**config.mk**
```make
export PLATFORM = sky130hd
export DESIGN_NAME = uart_tmct_ctrl_flat
export DESIGN_NICKNAME = d
export VERILOG_FILES = /design/src/rtl/uart_tmct_ctrl_if.sv /design/src/rtl/uart_tmct_ctrl.sv /design/src/flat_wrapper.sv
export SDC_FILE = /design/constraint.sdc
export NUM_CORES = 1
export LEC_CHECK = 0
export CORE_UTILIZATION = 35
export DETAILED_ROUTE_END_ITERATION = 7
export GPL_TIMING_DRIVEN = 0
export PLACE_DENSITY_LB_ADDON = 0.25
export SKIP_LAST_GASP = 1
export SLEW_MARGIN = 20
export SYNTH_ARGS = -nofsm -noshare
export SYNTH_HDL_FRONTEND = slang
export SYNTH_SLANG_ARGS = --single-unit
```
**constraint.sdc**
```tcl
create_clock -name i_clk -period 2.9 [get_ports i_clk]
set_input_delay 0.725 -clock i_clk [delete_from_list [all_inputs] [get_ports i_clk]]
set_output_delay 0.725 -clock i_clk [all_outputs]
set_load 0.03 [all_outputs]
```
**src/rtl/uart_tmct_ctrl_if.sv**
```systemverilog
// rtl/uart_tmct_ctrl_if.sv - openMSP430 peripheral-bus bundle for the uart_tmct_ctrl register front-end
interface uart_tmct_ctrl_if;
  logic        per_en;
  logic [1:0]  per_we;
  logic [13:0] per_addr;
  logic [15:0] per_din;
  logic [15:0] per_dout;

  modport master (output per_en, per_we, per_addr, per_din, input per_dout);
  modport slave  (input per_en, per_we, per_addr, per_din, output per_dout);
endinterface

```
**src/rtl/uart_tmct_ctrl.sv**
```systemverilog
// rtl/uart_tmct_ctrl.sv - peripheral registers, TX/RX FIFOs and core handshake FSMs for uart_tmct_top
// Optional registered interrupt output and RXIE/TXIE bits: define UART_TMCT_CTRL_IRQ_EN.
module uart_tmct_ctrl #(
  parameter logic [13:0] BASE_ADDR    = 14'h0040,
  parameter int          TX_DEPTH     = 8,
  parameter int          RX_DEPTH     = 8,
  parameter logic [15:0] DEFAULT_PRER = 16'd5208
) (
  input  logic                   i_clk,
  input  logic                   i_reset_n,
  uart_tmct_ctrl_if.slave        per_bus,
  output logic                   o_txrun,
  output logic [7:0]             o_txdata,
  input  logic                   i_txdone,
  output logic                   o_rxclear,
  input  logic [7:0]             i_rxdata,
  input  logic                   i_rxerr,
  input  logic                   i_rxdone,
  output logic [15:0]            o_prer,
  output logic                   o_irq
);
  localparam int TXW = $clog2(TX_DEPTH);
  localparam int RXW = $clog2(RX_DEPTH);
  localparam logic [TXW:0] TX_FULL_CNT = (TXW+1)'(TX_DEPTH);
  localparam logic [RXW:0] RX_FULL_CNT = (RXW+1)'(RX_DEPTH);

  typedef enum logic [1:0] {TX_IDLE, TX_LAUNCH, TX_WAIT_BUSY, TX_WAIT_DONE} tx_state_e;
  typedef enum logic [1:0] {RX_IDLE, RX_ACK, RX_WAIT_LOW} rx_state_e;

  tx_state_e      tx_state_q, tx_state_d;
  rx_state_e      rx_state_q, rx_state_d;
  logic [7:0]     txdata_q, txdata_d;
  logic [15:0]    prer_q, prer_d;
  logic           ovr_q, ovr_d, ferr_q, ferr_d;

  logic [7:0]     tx_mem_q [TX_DEPTH];
  logic [TXW-1:0] tx_wptr_q, tx_wptr_d, tx_rptr_q, tx_rptr_d;
  logic [TXW:0]   tx_cnt_q, tx_cnt_d;
  logic [8:0]     rx_mem_q [RX_DEPTH];
  logic [RXW-1:0] rx_wptr_q, rx_wptr_d, rx_rptr_q, rx_rptr_d;
  logic [RXW:0]   rx_cnt_q, rx_cnt_d;

  // Bus decode
  logic rd, wr, hit_ctrl, hit_stat, hit_txd, hit_rxd, hit_prer;
  assign rd       = per_bus.per_en & (per_bus.per_we == 2'b00);
  assign wr       = per_bus.per_en & (per_bus.per_we != 2'b00);
  assign hit_ctrl = (per_bus.per_addr == BASE_ADDR);
  assign hit_stat = (per_bus.per_addr == BASE_ADDR + 14'd1);
  assign hit_txd  = (per_bus.per_addr == BASE_ADDR + 14'd2);
  assign hit_rxd  = (per_bus.per_addr == BASE_ADDR + 14'd3);
  assign hit_prer = (per_bus.per_addr == BASE_ADDR + 14'd4);

  logic ctrl_wr, stat_wr, tx_flush, rx_flush, tx_req;
  assign ctrl_wr  = wr & hit_ctrl & per_bus.per_we[0];
  assign stat_wr  = wr & hit_stat & per_bus.per_we[0];
  assign tx_flush = ctrl_wr & per_bus.per_din[3];
  assign rx_flush = ctrl_wr & per_bus.per_din[2];
  assign tx_req   = wr & hit_txd & per_bus.per_we[0];

  logic tx_empty, tx_full, rx_empty, rx_full, tx_idle_empty;
  assign tx_empty      = (tx_cnt_q == '0);
  assign tx_full       = (tx_cnt_q == TX_FULL_CNT);
  assign rx_empty      = (rx_cnt_q == '0);
  assign rx_full       = (rx_cnt_q == RX_FULL_CNT);
  assign tx_idle_empty = tx_empty & (tx_state_q == TX_IDLE);

  logic tx_pop, tx_push, rx_pop, rx_push, ovr_set, ferr_set;
  assign rx_pop  = rd & hit_rxd & ~rx_empty;
  assign tx_push = tx_req & (~tx_full | tx_pop);

  always_comb begin
    tx_state_d = tx_state_q;
    txdata_d   = txdata_q;
    tx_pop     = 1'b0;
    case (tx_state_q)
      TX_IDLE: begin
        if (!tx_empty && i_txdone) begin
          tx_pop     = 1'b1;
          txdata_d   = tx_mem_q[tx_rptr_q];
          tx_state_d = TX_LAUNCH;
        end
      end
      TX_LAUNCH:    tx_state_d = TX_WAIT_BUSY;
      TX_WAIT_BUSY: if (!i_txdone) tx_state_d = TX_WAIT_DONE;
      TX_WAIT_DONE: if (i_txdone) tx_state_d = TX_IDLE;
      default:      tx_state_d = TX_IDLE;
    endcase
  end

  always_comb begin
    rx_state_d = rx_state_q;
    rx_push    = 1'b0;
    ovr_set    = 1'b0;
    ferr_set   = 1'b0;
    case (rx_state_q)
      RX_IDLE: begin
        if (i_rxdone) begin
          if (!rx_full || rx_pop) rx_push = 1'b1;
          else                    ovr_set = 1'b1;
          ferr_set   = i_rxerr;
          rx_state_d = RX_ACK;
        end
      end
      RX_ACK:      rx_state_d = RX_WAIT_LOW;
      RX_WAIT_LOW: if (!i_rxdone) rx_state_d = RX_IDLE;
      default:     rx_state_d = RX_IDLE;
    endcase
  end

  // Flush wins over any same-cycle push or pop
  always_comb begin
    tx_wptr_d = tx_wptr_q;
    tx_rptr_d = tx_rptr_q;
    tx_cnt_d  = tx_cnt_q;
    if (tx_flush) begin
      tx_wptr_d = '0;
      tx_rptr_d = '0;
      tx_cnt_d  = '0;
    end else begin
      if (tx_push) tx_wptr_d = tx_wptr_q + 1'b1;
      if (tx_pop)  tx_rptr_d = tx_rptr_q + 1'b1;
      if (tx_push && !tx_pop)      tx_cnt_d = tx_cnt_q + 1'b1;
      else if (!tx_push && tx_pop) tx_cnt_d = tx_cnt_q - 1'b1;
    end
  end

  always_comb begin
    rx_wptr_d = rx_wptr_q;
    rx_rptr_d = rx_rptr_q;
    rx_cnt_d  = rx_cnt_q;
    if (rx_flush) begin
      rx_wptr_d = '0;
      rx_rptr_d = '0;
      rx_cnt_d  = '0;
    end else begin
      if (rx_push) rx_wptr_d = rx_wptr_q + 1'b1;
      if (rx_pop)  rx_rptr_d = rx_rptr_q + 1'b1;
      if (rx_push && !rx_pop)      rx_cnt_d = rx_cnt_q + 1'b1;
      else if (!rx_push && rx_pop) rx_cnt_d = rx_cnt_q - 1'b1;
    end
  end

  // A new event in the same cycle as its write-1-to-clear keeps the flag set
  always_comb begin
    ovr_d  = (ovr_q  & ~(stat_wr & per_bus.per_din[3])) | ovr_set;
    ferr_d = (ferr_q & ~(stat_wr & per_bus.per_din[4])) | ferr_set;
    prer_d = prer_q;
    if (wr && hit_prer) begin
      if (per_bus.per_we[0]) prer_d[7:0]  = per_bus.per_din[7:0];
      if (per_bus.per_we[1]) prer_d[15:8] = per_bus.per_din[15:8];
    end
  end

  always_ff @(posedge i_clk or negedge i_reset_n) begin
    if (!i_reset_n) begin
      tx_state_q <= TX_IDLE;
      rx_state_q <= RX_IDLE;
      txdata_q   <= '0;
      prer_q     <= DEFAULT_PRER;
      ovr_q      <= 1'b0;
      ferr_q     <= 1'b0;
      tx_wptr_q  <= '0;
      tx_rptr_q  <= '0;
      tx_cnt_q   <= '0;
      rx_wptr_q  <= '0;
      rx_rptr_q  <= '0;
      rx_cnt_q   <= '0;
    end else begin
      tx_state_q <= tx_state_d;
      rx_state_q <= rx_state_d;
      txdata_q   <= txdata_d;
      prer_q     <= prer_d;
      ovr_q      <= ovr_d;
      ferr_q     <= ferr_d;
      tx_wptr_q  <= tx_wptr_d;
      tx_rptr_q  <= tx_rptr_d;
      tx_cnt_q   <= tx_cnt_d;
      rx_wptr_q  <= rx_wptr_d;
      rx_rptr_q  <= rx_rptr_d;
      rx_cnt_q   <= rx_cnt_d;
    end
  end

  always_ff @(posedge i_clk) begin
    if (tx_push) tx_mem_q[tx_wptr_q] <= per_bus.per_din[7:0];
    if (rx_push) rx_mem_q[rx_wptr_q] <= {i_rxerr, i_rxdata};
  end

  logic [1:0] ie_rd;
`ifdef UART_TMCT_CTRL_IRQ_EN
  logic rxie_q, rxie_d, txie_q, txie_d, irq_q, irq_d;
  assign rxie_d = ctrl_wr ? per_bus.per_din[0] : rxie_q;
  assign txie_d = ctrl_wr ? per_bus.per_din[1] : txie_q;
  assign irq_d  = (rxie_q & ~rx_empty) | (txie_q & tx_idle_empty) | ovr_q;

  always_ff @(posedge i_clk or negedge i_reset_n) begin
    if (!i_reset_n) begin
      rxie_q <= 1'b0;
      txie_q <= 1'b0;
      irq_q  <= 1'b0;
    end else begin
      rxie_q <= rxie_d;
      txie_q <= txie_d;
      irq_q  <= irq_d;
    end
  end
  assign ie_rd = {txie_q, rxie_q};
  assign o_irq = irq_q;
`else
  assign ie_rd = 2'b00;
  assign o_irq = 1'b0;
`endif

  logic [7:0]  rx_cnt_ext;
  logic [3:0]  rx_cnt_sat;
  logic [15:0] rd_data;
  assign rx_cnt_ext = 8'(rx_cnt_q);
  assign rx_cnt_sat = (rx_cnt_ext > 8'd15) ? 4'd15 : rx_cnt_ext[3:0];

  always_comb begin
    rd_data = 16'h0000;
    if (rd) begin
      if (hit_ctrl)      rd_data = {14'b0, ie_rd};
      else if (hit_stat) rd_data = {4'b0, rx_cnt_sat, 3'b0, ferr_q, ovr_q,
                                    tx_idle_empty, tx_full, ~rx_empty};
      else if (hit_rxd)  rd_data = rx_empty ? 16'h0000 : {7'b0, rx_mem_q[rx_rptr_q]};
      else if (hit_prer) rd_data = prer_q;
    end
  end

  assign per_bus.per_dout = rd_data;
  assign o_txrun          = (tx_state_q == TX_LAUNCH);
  assign o_txdata         = txdata_q;
  assign o_rxclear        = (rx_state_q == RX_ACK);
  assign o_prer           = prer_q;
endmodule
```
**src/flat_wrapper.sv**
```systemverilog
// flat-port wrapper written by rule: the top's interface ports become plain ports
module uart_tmct_ctrl_flat 
#(
  parameter logic [13:0] BASE_ADDR    = 14'h0040,
  parameter int          TX_DEPTH     = 8,
  parameter int          RX_DEPTH     = 8,
  parameter logic [15:0] DEFAULT_PRER = 16'd5208
)
  (i_clk, i_reset_n, o_txrun, o_txdata, i_txdone, o_rxclear, i_rxdata, i_rxerr, i_rxdone, o_prer, o_irq, per_bus_per_en, per_bus_per_we, per_bus_per_addr, per_bus_per_din, per_bus_per_dout);
  uart_tmct_ctrl_if per_bus_i ();
  input  logic i_clk;
  input  logic i_reset_n;
  output logic o_txrun;
  output logic [7:0] o_txdata;
  input  logic i_txdone;
  output logic o_rxclear;
  input  logic [7:0] i_rxdata;
  input  logic i_rxerr;
  input  logic i_rxdone;
  output logic [15:0] o_prer;
  output logic o_irq;
  input wire logic [$bits(per_bus_i.per_en)-1:0] per_bus_per_en;
  input wire logic [$bits(per_bus_i.per_we)-1:0] per_bus_per_we;
  input wire logic [$bits(per_bus_i.per_addr)-1:0] per_bus_per_addr;
  input wire logic [$bits(per_bus_i.per_din)-1:0] per_bus_per_din;
  output wire logic [$bits(per_bus_i.per_dout)-1:0] per_bus_per_dout;
  assign per_bus_i.per_en = per_bus_per_en;
  assign per_bus_i.per_we = per_bus_per_we;
  assign per_bus_i.per_addr = per_bus_per_addr;
  assign per_bus_i.per_din = per_bus_per_din;
  assign per_bus_per_dout = per_bus_i.per_dout;
  uart_tmct_ctrl #(.BASE_ADDR(BASE_ADDR), .TX_DEPTH(TX_DEPTH), .RX_DEPTH(RX_DEPTH), .DEFAULT_PRER(DEFAULT_PRER)) u_core (.i_clk(i_clk), .i_reset_n(i_reset_n), .per_bus(per_bus_i), .o_txrun(o_txrun), .o_txdata(o_txdata), .i_txdone(i_txdone), .o_rxclear(o_rxclear), .i_rxdata(i_rxdata), .i_rxerr(i_rxerr), .i_rxdone(i_rxdone), .o_prer(o_prer), .o_irq(o_irq));
endmodule
```
==> results.json <==
{
  "dr.pass1.iters": 4,
  "numCtsBuffers": 17,
  "synth-main-ff-cell": "edfxtp_1",
  "initial_utilization": 0.356,
  "grt_setup_unrepaired": "true",
  "synth.largest_area_cell": "edfxtp_1",
  "rows": 55,
  "worst_ep_required_time_ps": 2170,
  "clock_latency_ps": 430,
  "setup_viol": 17,
  "maxSlewHeadroom": 0.395,
  "nFillCells": 1958,
  "async_reset_ff_frac": 0.269,
  "drcViolationCount": 0,
  "die_area_um2": 23600,
  "violations": "negative setup slack",
  "ys_ff_latch": 186,
  "antennaDiodeCount": 0,
  "clock_path_buffers": 2,
  "end_kind": "primary output",
  "ctsHoldBuffers": 0,
  "max-cap-violations": 0,
  "synth_area_um2": 8050,
  "grt_max_degree": 51,
  "nets": 727,
  "worstPathMaxFanout": 5,
  "leakage_nw": 3.91,
  "synthDominantCellAreaShare": 0.508,
  "portBuffers": 85,
  "htreeDepth": 4,
  "wl_per_cell_um": 20.1,
  "fin_crit_ps": 3170,
  "antenna_found_initial": 0,
  "drv_slew": 0,
  "grt_pass1_wl_um": 29300,
  "power.density_nw_per_um2": 711,
  "synth_cell_types": 55,
  "multiInputGateArea_um2": 3070,
  "tns_ps": -2700,
  "grtUsageTotal": 0.168,
  "io_pins": 89,
  "wirelength_um": 19300,
  "path_class": "reg2out",
  "syn_inst": 505,
  "die_w_um": 154,
  "cts_tree": "yes",
  "setup_slack_ps": -269,
  "layout-drive-gt1-share": 0.402,
  "seqCellArea_um2": 5350,
  "status": "finished, violations left",
  "worstMarginPinSlew_ps": 899,
  "first_iter_violations": 296,
  "grt.overflow.total": 0,
  "dpl_worst_slack_ps": -1440,
  "yosys-top-cells-area": "edfxtp_1 51%, dfrtp_1 14%, mux4_2 9.5%",
  "clk_pin_slew_worst_paths_ps": 70,
  "hold_path.class": "in2async",
  "yosys_warnings": 0,
  "syn_nets": 568,
  "timing.hold.ws_ps": 309,
  "cp-start-kind": "register",
  "cts-root-buf": "clkbuf_16",
  "core-area_um2": 22600,
  "power_mw": 7.74,
  "numClockSinks": 186,
  "grt_pass1_vias": 5176,
  "ir_drop_mv": 0.458,
  "cp_data_arrival_time_ps": 2440,
  "synth_edf_count": 136,
  "avgSynthCellArea_um2": 15.9,
  "gp_congestion": 0.785,
  "dp_hpwl_um": 12600,
  "layout_worst_path_cycle_share": 1.09,
  "die_y_um": 154,
  "hold_violations": 0,
  "synth-seq-area-share": 0.664,
  "vias_per_cell": 5.16,
  "clock_skew_ps": 12.7,
  "dr_total_vias": 4963,
  "antenna_left": 0,
  "area_delta_synth_final_pct": 35.3,
  "timing.fmax_ghz": 0.316
}
## what timing repair did
| item | in CTS | in global routing |
|---|---|---|
| buffers inserted | 39 | 17 |
| pin swaps | 33 | 27 |
| gates cloned | 2 | 0 |
| hold endpoints to repair | 0 | 0 |
| setup endpoints to repair | 145 | 95 |
| resized for setup | 211 | 41 |
## state kept, by name, summed over array words and instances (netlist names), 2 cells and up
register	flops
u_core.tx_rptr_q	3
u_core.rx_wptr_q	3
u_core.rx_state_q	2
u_core.rx_rptr_q	3
u_core.tx_mem_q	64
u_core.rx_cnt_q	4
u_core.o_prer	16
u_core.tx_wptr_q	3
u_core.tx_state_q	2
u_core.o_txdata	8
u_core.rx_mem_q	72
u_core.tx_cnt_q	4
## final cells by class
type / count / area share
plain buffers: 20 / 0.0133
clock buffers: 19 / 0.0398
clock inverters: 13 / 0.0112
inverters: 12 / 0.00414
multi-input cells: 284 / 0.282
flip-flops and latches: 186 / 0.491
well taps: 285 / 0.0328
repair buffers: 143 / 0.125
## final timing paths
| path | startpoint | to | slack (ps) | depth (start not counted) |
|---|---|---|---|---|
| worst max-delay path | u_core.rx_cnt_q[1]$_DFFE_PN0P_ | per_bus_per_dout[8] | -270 | 7 |
| worst min-delay path | i_reset_n | u_core.o_txdata[6]$_DFFE_PN0P_ | 310 | 1 |
| worst max register to register | u_core.rx_cnt_q[1]$_DFFE_PN0P_ | u_core.rx_cnt_q[3]$_DFFE_PN0P_ | -80 | 13 |
| worst min register to register | u_core.ovr_q$_DFF_PN0_ | u_core.ovr_q$_DFF_PN0_ | 520 | 2 |
| max in group asynchronous | i_reset_n | u_core.rx_cnt_q[0]$_DFFE_PN0P_ | 2040 | 1 |
| min in group i_clk | u_core.ovr_q$_DFF_PN0_ | u_core.ovr_q$_DFF_PN0_ | 520 | 2 |
## report_power, final
| part | switching [mW] | internal (mW) | leakage, nW |
|---|---|---|---|
| Combinational | 1.13 | 0.997 | 1.80 |
| Sequential | 0.259 | 3.16 | 1.84 |
| Clock | 1.01 | 1.19 | 0.268 |
| Total | 2.40 | 5.35 | 3.91 |
## critical path, cell delays in order (launching register included)
cell and delay, ps:
dfrtp_2 420, or4_4 540, and4_4 210, and4_4 170, buf_12 140, a221oi_4 290
nor3_2 60, buf_4 180
## routing by layer
| layer | track usage | part of all wire | up-vias |
|---|---|---|---|
| li1 | - | - | 2270 |
| met1 | 0.206 | 0.41 | 2560 |
| met2 | 0.291 | 0.53 | 103 |
| met3 | 0.0335 | 0.035 | 30 |
| met4 | 0.0662 | 0.025 | 0 |
| met5 | 0 | 0 | - |
## kinds of logic (layout without fill, tap and decap cells)
kind of cell / count (synthesis) / in the layout / synth area share
DFF: 186 / 186 / 0.664
xor gates and xnor gates: 11 / 11 / 0.0120
adders and majority gates: 17 / 17 / 0.0283
muxes: 72 / 72 / 0.147
other: 1 / 1 / 0.000466
AOI/OAI and AO/OA: 50 / 50 / 0.0429
buffers and inverters: 35 / 207 / 0.0201
and+or+nand+nor: 133 / 133 / 0.0858
## through the flow
step | cell area (um^2) | util | std cells
6_report | 10900 | 0.482 | 962
5_1_grt | 10900 | 0.482 | 962
4_1_cts | 10700 | 0.473 | 951
3_5_place_dp | 9420 | 0.417 | 879
3_3_place_gp | 9350 | 0.414 | 875
2_1_floorplan | 8150 | - | 505
## layout by cell type (no fill, tap or decap), types with 5 or more instances in the layout
cell type	count
nand4_1	7
dfrtp_1	42
buf_4	55
nor2_1	40
dfstp_2	5
nor3_4	6
and3_4	5
nand2_1	17
clkbuf_1	8
clkdlybuf4s50_1	53
ha_1	11
buf_12	9
inv_1	9
edfxtp_1	136
a21oi_2	5
mux4_2	34
a22oi_2	5
nor2_4	7
nor3_2	9
clkbuf_16	17
buf_6	17
a21oi_1	19
mux2_2	23
nor2_2	5
xor2_1	8
buf_2	9
nand2b_1	6
mux2i_1	12
## cells in the mapped netlist (3+ instances only)
| cell type | number |
|---|---|
| nand3_1 | 6 |
| nand2_1 | 18 |
| nand2b_1 | 6 |
| dfrtp_1 | 45 |
| buf_2 | 6 |
| xnor2_1 | 3 |
| ha_1 | 15 |
| mux4_2 | 34 |
| buf_4 | 4 |
| nand4_1 | 7 |
| clkbuf_1 | 10 |
| mux2i_1 | 12 |
| a221oi_1 | 4 |
| o21ai_0 | 3 |
| inv_1 | 11 |
| a22oi_1 | 7 |
| mux2_2 | 26 |
| dfstp_2 | 5 |
| nor2_1 | 51 |
| and3_1 | 7 |
| nor3b_1 | 3 |
| a21oi_1 | 24 |
| xor2_1 | 8 |
| edfxtp_1 | 136 |
| nor3_1 | 16 |
Note: power is estimated with default switching activity, not from simulation.
